[src/rtl/custom_copy_engine_pkg.sv]
// custom_copy_engine_pkg: shared RAM geometry, read latency and copy FSM states
package custom_copy_engine_pkg;
  localparam int DEF_W_ADDR = 12;
  localparam int DEF_W_DATA = 128;
  localparam int RD_LATENCY = 1;
  typedef enum logic [2:0] {IDLE, RD_ISSUE, RD_CAPT, WR, DONE} copy_state_t;
endpackage

[src/rtl/custom_copy_engine.sv]
// custom_copy_engine: word-by-word RAM copier on the custom side of the endpoint-memory arbiter
//   clk, rst                  : clock, synchronous active-high reset
//   start, src_addr, dst_addr, len : job request, sampled only in IDLE
//   busy, done, words_done    : job status and one-cycle completion pulse
//   custom_en                 : arbiter grant, low while the DMA owns the RAM
//   custom_rd_* / custom_wr_* : RAM read (1-cycle latency) and write ports
//   checksum                  : XOR of committed words, only with COPY_CHECKSUM_EN defined
module custom_copy_engine
  import custom_copy_engine_pkg::*;
#(
  parameter int W_ADDR = DEF_W_ADDR,
  parameter int W_DATA = DEF_W_DATA
) (
  input  logic              clk,
  input  logic              rst,
  input  logic              start,
  input  logic [W_ADDR-1:0] src_addr,
  input  logic [W_ADDR-1:0] dst_addr,
  input  logic [W_ADDR:0]   len,
  output logic              busy,
  output logic              done,
  output logic [W_ADDR:0]   words_done,
  input  logic              custom_en,
  output logic [W_ADDR-1:0] custom_rd_addr,
  output logic              custom_rd_en,
  input  logic [W_DATA-1:0] custom_rd_data,
  output logic [W_ADDR-1:0] custom_wr_addr,
  output logic [W_DATA-1:0] custom_wr_data,
  output logic              custom_wr_en
`ifdef COPY_CHECKSUM_EN
  ,
  output logic [W_DATA-1:0] checksum
`endif
);
  copy_state_t state, state_n;
  logic [W_ADDR-1:0] src_ptr, dst_ptr;
  logic [W_ADDR:0] len_q;
  logic [W_DATA-1:0] buf_q;
  always_comb begin
    state_n = state;
    case (state)
      IDLE:     state_n = !start ? IDLE : (len == '0 ? DONE : RD_ISSUE);
      RD_ISSUE: state_n = custom_en ? RD_CAPT : RD_ISSUE;
      RD_CAPT:  state_n = custom_en ? WR : RD_ISSUE;
      WR:       state_n = !custom_en ? WR : (words_done + 1'b1 == len_q ? DONE : RD_ISSUE);
      DONE:     state_n = IDLE;
      default:  state_n = IDLE;
    endcase
  end
  assign busy           = state == RD_ISSUE || state == RD_CAPT || state == WR;
  assign done           = state == DONE;
  assign custom_rd_en   = state == RD_ISSUE || state == RD_CAPT;
  assign custom_rd_addr = src_ptr;
  assign custom_wr_en   = state == WR;
  assign custom_wr_addr = dst_ptr;
  assign custom_wr_data = buf_q;
  always_ff @(posedge clk) begin
    if (rst) begin
      state      <= IDLE;
      src_ptr    <= '0;
      dst_ptr    <= '0;
      len_q      <= '0;
      words_done <= '0;
      buf_q      <= '0;
`ifdef COPY_CHECKSUM_EN
      checksum   <= '0;
`endif
    end else begin
      state <= state_n;
      if (state == IDLE && start) begin
        src_ptr    <= src_addr;
        dst_ptr    <= dst_addr;
        len_q      <= len;
        words_done <= '0;
`ifdef COPY_CHECKSUM_EN
        checksum   <= '0;
`endif
      end
      if (state == RD_CAPT && custom_en) buf_q <= custom_rd_data;
      if (state == WR && custom_en) begin
        src_ptr    <= src_ptr + 1'b1;
        dst_ptr    <= dst_ptr + 1'b1;
        words_done <= words_done + 1'b1;
`ifdef COPY_CHECKSUM_EN
        checksum   <= checksum ^ buf_q;
`endif
      end
    end
  end
endmodule

[config.mk]
export PLATFORM = sky130hd
export DESIGN_NAME = custom_copy_engine
export DESIGN_NICKNAME = d
export VERILOG_FILES = /design/src/rtl/custom_copy_engine_pkg.sv /design/src/rtl/custom_copy_engine.sv
export SDC_FILE = /design/constraint.sdc
export NUM_CORES = 1
export LEC_CHECK = 0
export CORE_MARGIN = 1.5
export CORE_UTILIZATION = 38
export DETAILED_ROUTE_END_ITERATION = 7
export GPL_ROUTABILITY_DRIVEN = 0
export PLACE_DENSITY = 0.78
export SLEW_MARGIN = 20
export SYNTH_ARGS = -nofsm -noshare
export SYNTH_HDL_FRONTEND = slang
export SYNTH_SLANG_ARGS = --single-unit
[constraint.sdc]
create_clock -name clk -period 1.7 [get_ports clk]
set_input_delay 0.255 -clock clk [delete_from_list [all_inputs] [get_ports clk]]
set_output_delay 0.255 -clock clk [all_outputs]
set_load 0.01 [all_outputs]
==> impl_metrics.tcl, run 1 <==
set metrics [dict create \
    status "finished with violations" \
    failed_checks "setup timing" \
    synth_cell_types 61 \
    die_h_um 142 \
    max_freq_mhz 545 \
    grt_max_degree 70 \
    design_area_mm2 0.0126 \
    gr-usage-all-layers_pct 24.1 \
    synth_top_area_share_pct 49.5 \
    drt_iter0_drc 450 \
    drv_cap 0 \
    postCtsHoldBufs 0 \
    drc_errors 0 \
    antenna_found_initial 0 \
    end_kind "flop" \
    clock_latency_ps 430 \
    final_cell_mix "clkdlybuf4s50_1, nand2_1, a21oi_1" \
    synth_enable_flop_cells 0 \
    die_w_um 142 \
    fp.coreArea_mm2 0.0188 \
    tritoncts "done" \
    drive_gt1_share_pct 15.1 \
    postSynth.asyncResetShare_pct 0 \
    fin_hold_ws_ps 271 \
    wl_mm 25.3 \
    p_leak_nw 4.62 \
    crit_fanout 2 \
    area_delta_synth_final_pct 71.4 \
    setup_tns_ps -247 \
    fin_skew_ps 12.3 \
    tightest_slew_ps 464 \
    dp_slack_ps -407 \
    syn_nets 1116 \
    wl_per_cell_um 15.8 \
    numCtsBuffers 17 \
    post-route-period-util_pct 108 \
    clk_path_buf_depth 2 \
    period_needed_ps 1840 \
    grt_first_pass_wirelength_mm 38.5 \
    setup_slack_ps -135 \
    mostFrequentLayoutCell "clkdlybuf4s50_1" \
    finalNetCount 1508 \
    r2r_slack_ps -140 \
    relSlewSlack_pct 69.0 \
    yosysWarnings 0 \
    syn_inst 944 \
    max-vdd-ir-drop_v 0.000694 \
    dr.pass1.iters 5 \
    start_util_pct 38.9 \
    critical_path_arrival_ps 2190 \
    place_area_mm2 0.0116 \
    htreeDepth 4 \
    hold_violations 0 \
    dp_hpwl_mm 18.4 \
    synth_area_leaders "dfxtp_1, nand2_1, a21oi_1, nor2_1, clkbuf_1" \
    setup_viol_count_final 2 \
    synth_seq_area_share_pct 49.5 \
    diodes 0 \
    clk_pin_slew_ps 70 \
    syn_avg_cell_area_um2 7.76 \
    cts_sinks 181 \
    synth_area_leader_cell "dfxtp_1" \
    dieArea_mm2 0.0201 \
    power_density_mw_per_mm2 807 \
    grt-ovfl-total 0 \
    crit_path_start_kind "flop" \
    synth_ff_type "dfxtp_1" \
    ant_nets 0 \
    crit_required_ps 2050 \
    power_w 0.0101 \
    drv_slew 0 \
    port_buffers 337 \
    vias 8160 \
    io_pins 338 \
    netlist_area_mm2 0.00732 \
    rsz0062_at_grt "yes" \
    hold_class "in2reg" \
    rows 50 \
    grt_pass1_vias 7699 \
    path_class "reg2reg" \
    root_buffer "clkbuf_16" \
    ys_seq_elements 181 \
    viasPerCell 5.07 \
]
Yosys cell counts, types with 2 or more instances:
master	number
buf_4	3
a221oi_1	3
a2111oi_0	2
a21oi_1	174
nand3b_1	2
mux2i_1	3
nor2_1	42
and3_1	3
xnor2_1	10
or3_1	4
nand3_1	16
dfxtp_1	181
nor4_1	11
inv_1	3
a22oi_1	2
o21ai_0	21
xor2_1	6
nor2_2	2
ha_1	3
buf_1	3
nand2_1	313
nand4_1	5
buf_2	26
o31ai_1	2
and2_1	2
clkbuf_1	36
a311oi_1	3
nand4b_1	2
nor3_1	11
nand2b_1	6
a211oi_1	7
a31oi_1	8
metal layers:
| metal | wire length [um] | vias up | global-route usage, % |
|---|---|---|---|
| met2 | 12500 | 347 | 40.7 |
| met4 | 747 | 0 | 9.82 |
| li1 | - | 3982 | - |
| met1 | 9860 | 3777 | 28.4 |
| met5 | 0 | - | 0 |
| met3 | 2200 | 54 | 7.73 |
registers in the layout, indices dropped and copies added, names as in the netlist:
register,count
custom_rd_addr,12
custom_wr_addr,12
custom_wr_data,128
len_q,13
state,3
words_done,13
cells by family (layout without fill, tap and decap cells):
family | after synthesis | in the layout | share of synthesized area, %
AO/OA/AOI/OAI | 236 | 236 | 17.9
flip-flops | 181 | 181 | 49.5
XOR/XNOR | 16 | 16 | 1.91
multiplexers | 5 | 5 | 0.717
buffers and inverters | 72 | 477 | 4.30
AND/OR/NAND/NOR | 431 | 431 | 25.2
adder cells (fa/ha/maj) | 3 | 3 | 0.513
path summary, 6_finish.rpt:
path,startpoint,depth (start not counted),end
max,words_done[8]$_SDFFE_PP0P_,6,state[2]$_SDFF_PP0_
min,rst,2,custom_rd_addr[0]$_SDFFE_PP0P_
min reg2reg,custom_wr_data[116]$_SDFFE_PP0P_,2,custom_wr_data[116]$_SDFFE_PP0P_
max reg2reg,words_done[8]$_SDFFE_PP0P_,6,state[2]$_SDFF_PP0_
final cells by class:
| class | instances | area, um2 |
|---|---|---|
| multi-input cells | 691 | 3600 |
| flip-flops and latches | 181 | 3660 |
| well taps | 260 | 325 |
| fillers | 1539 | 6280 |
| inverters | 3 | 11.3 |
| clock inverters | 14 | 188 |
| repair buffers | 442 | 4330 |
| clock buffers | 18 | 429 |
timing repair:
action                                  4_1_cts  5_1_grt
resized for setup                            48       51
buffers inserted                              2        9
pin swaps                                     5       19
endpoints found under the setup margin       38       24
endpoints found under the hold margin         0        0
gates cloned                                  0        1
per-stage QoR:
| stage | util, % | cells |
|---|---|---|
| floorplan | - | 944 |
| global placement | 61.7 | 1566 |
| detailed placement | 61.7 | 1566 |
| CTS | 65.3 | 1600 |
| global route | 66.7 | 1609 |
| finish | 66.7 | 1609 |
power breakdown:
part	total, W	leakage (nW)	switching (W)	internal [W]
Clock	0.00416	0.292	0.00180	0.00236
Sequential	0.00449	1.48	0.000120	0.00437
Combinational	0.00148	2.85	0.000624	0.000855
Total	0.0101	4.62	0.00254	0.00759
critical path: stages (launching register included):
cell	delay (ps)
dfxtp_1	360
nand4_1	150
xor2_1	200
o41ai_4	410
o2111ai_2	160
a211oi_2	290
a41o_1	200
Power figures use the tool's default switching activity.
==> run 2, diff against run 1 <==
- CTS_CLUSTER_DIAMETER: not set -> 150
==> results of run 2 <==
Final layout, timing and power as in run 1 (identical DEF).
==> run 3, diff against run 2 <==
- CORE_UTILIZATION: 38 -> 42
- PLACE_DENSITY: 0.78 -> 0.81
- clock period: 1.7 -> 1.75 ns (I/O delays scaled with it)
==> impl_metrics.tcl, run 3 (synthesis results as in run 1) <==
set metrics [dict create \
    status "finished with violations" \
    failed_checks "setup timing" \
    mostFrequentLayoutCell "clkdlybuf4s50_1" \
    numCtsBuffers 17 \
    max_freq_mhz 546 \
    gr-usage-all-layers_pct 27.0 \
    vias 8010 \
    die_h_um 135 \
    setup_viol_count_final 2 \
    power_density_mw_per_mm2 788 \
    port_buffers 337 \
    fin_skew_ps 11.4 \
    p_seq_share_pct 45.3 \
    hold_violations 0 \
    rows 48 \
    drv_cap 0 \
    tightest_slew_ps 508 \
    min_to "custom_wr_addr[8]$_SDFFE_PP0P_" \
    end_kind "flop" \
    stdcell_count 1548 \
    tritoncts "done" \
    viasPerCell 5.17 \
    crit_path_start_kind "flop" \
    fp.coreArea_mm2 0.0172 \
    period_needed_ps 1830 \
    dp_hpwl_mm 18.1 \
    io_pins 338 \
    r2r_cells 6 \
    relSlewSlack_pct 66.1 \
    clock_latency_ps 430 \
    rsz0062_at_grt "yes" \
    drive_gt1_share_pct 12.3 \
    htreeDepth 4 \
    dr.pass1.iters 5 \
    path_class "reg2reg" \
    p_leak_nw 4.42 \
    r2r_slack_ps -80 \
    cts_sinks 181 \
    grt_pass1_vias 7679 \
    diodes 0 \
    pwr-share-clk_pct 40.5 \
    timing.rr.start "len_q[12]$_SDFFE_PP0P_" \
    wl_per_cell_um 16.1 \
    wl_mm 25.0 \
    comb_power_share_pct 14.1 \
    clk_path_buf_depth 2 \
    dieArea_mm2 0.0182 \
    hold_class "in2reg" \
    area_delta_synth_final_pct 66.6 \
    grt_first_pass_wirelength_mm 38.9 \
    crit_fanout 2 \
    whs_path_depth 2 \
    drv_slew 0 \
    max-vdd-ir-drop_v 0.000672 \
    utilization_pct 71.1 \
    switchingPower_w 0.00252 \
    setup_slack_ps -81.0 \
    dp.cells 1515 \
    final_cell_mix "clkdlybuf4s50_1, nand2_1, a21oi_1" \
    largest_reg_flops 128 \
    crit_required_ps 2110 \
    post-route-period-util_pct 105 \
    ant_nets 0 \
    drt_iter0_drc 503 \
    finalNetCount 1482 \
    start_util_pct 42.6 \
    cellInternalPower_w 0.00710 \
    timing.rr.end "state[2]$_SDFF_PP0_" \
    root_buffer "clkbuf_16" \
    drc_errors 0 \
    antenna_found_initial 0 \
    clk_pin_slew_ps 70 \
    die_w_um 135 \
    critical_path_arrival_ps 2190 \
    grt-ovfl-total 0 \
    min_from "rst" \
    grt_max_degree 40 \
    switching_share_pct 26.2 \
]
## run 3: cell types whose count changed in the layout (fill, tap and decap cells not counted), sizes merged
cell           delta
buf              -27
dlygate4sd2       -9
clkdlybuf4s50    +10
clkdlybuf4s15     -1
bufinv            -2
dlymetal6s2s      +1
clkinvlp          -1
clkinv            +4
inv               -1
## run 3: area by class of cell
type / instances / area (um2)
fillers: 1351 / 4970
inverters: 3 / 11.3
multi-input cells: 691 / 3520
well taps: 225 / 282
clock inverters: 14 / 161
clock buffers: 18 / 439
repair buffers: 416 / 4130
flip-flops and latches: 181 / 3670
## run 3: critical path: stages, from the launching register on
cell and delay [ps]:
dfxtp_4 370, xnor2_4 150, xor2_1 190, o41ai_4 430, o2111ai_2 180, a211oi_2 250, a41o_1 200
## run 3: what timing repair did
item,in CTS,in global routing
setup endpoints to repair,10,22
resized for setup,22,37
cloned,0,0
hold buffers,0,0
pin swaps,4,4
buffers inserted,1,0
## run 3: worst max-delay path by stage
stage / endpoint / slack (ps) / from
final: state[2]$_SDFF_PP0_ / -80 / len_q[12]$_SDFFE_PP0P_
after global routing: state[2]$_SDFF_PP0_ / -140 / len_q[12]$_SDFFE_PP0P_
after CTS: state[2]$_SDFF_PP0_ / -110 / words_done[0]$_SDFFE_PP0P_
after detailed placement: custom_rd_addr[11]$_SDFFE_PP0P_ / -300 / custom_en
after global placement: custom_rd_addr[11]$_SDFFE_PP0P_ / -260 / custom_en
after floorplan: state[2]$_SDFF_PP0_ / 20 / words_done[8]$_SDFFE_PP0P_
## run 3: power groups by stage
| stage | clock [W] | sequential (W) | combinational (W) |
|---|---|---|---|
| 4_1_cts | 0.00396 | 0.00436 | 0.00135 |
| 2_1_floorplan | 0 | 0.00448 | 0.000432 |
| 5_1_grt | 0.00412 | 0.00438 | 0.00146 |
| 3_5_place_dp | 0 | 0.00445 | 0.00133 |
| 6_report | 0.00390 | 0.00436 | 0.00136 |
| 3_3_place_gp | 0 | 0.00444 | 0.00131 |
## run 3: per-stage QoR
| step | power, W | setup TNS [ps] | hold WS, ps | instance area, um2 | setup slack [ps] |
|---|---|---|---|---|---|
| floorplan | 0.00491 | 0 | 398 | 7350 | 21.6 |
| global placement | 0.00576 | -16210 | 440 | 11500 | -261 |
| detailed placement | 0.00578 | -24360 | 446 | 11500 | -300 |
| CTS | 0.00966 | -259 | 277 | 12100 | -106 |
| global route | 0.00996 | -254 | 307 | 12200 | -136 |
| finish | 0.00962 | -140 | 307 | 12200 | -81.0 |
## run 3: routing by layer
metal	wire (um)	global-route usage [%]	vias up
met5	0	0	-
met3	2070	8.22	49
met2	12200	45.5	327
met4	725	11.8	0
li1	-	-	3921
met1	9990	31.7	3713
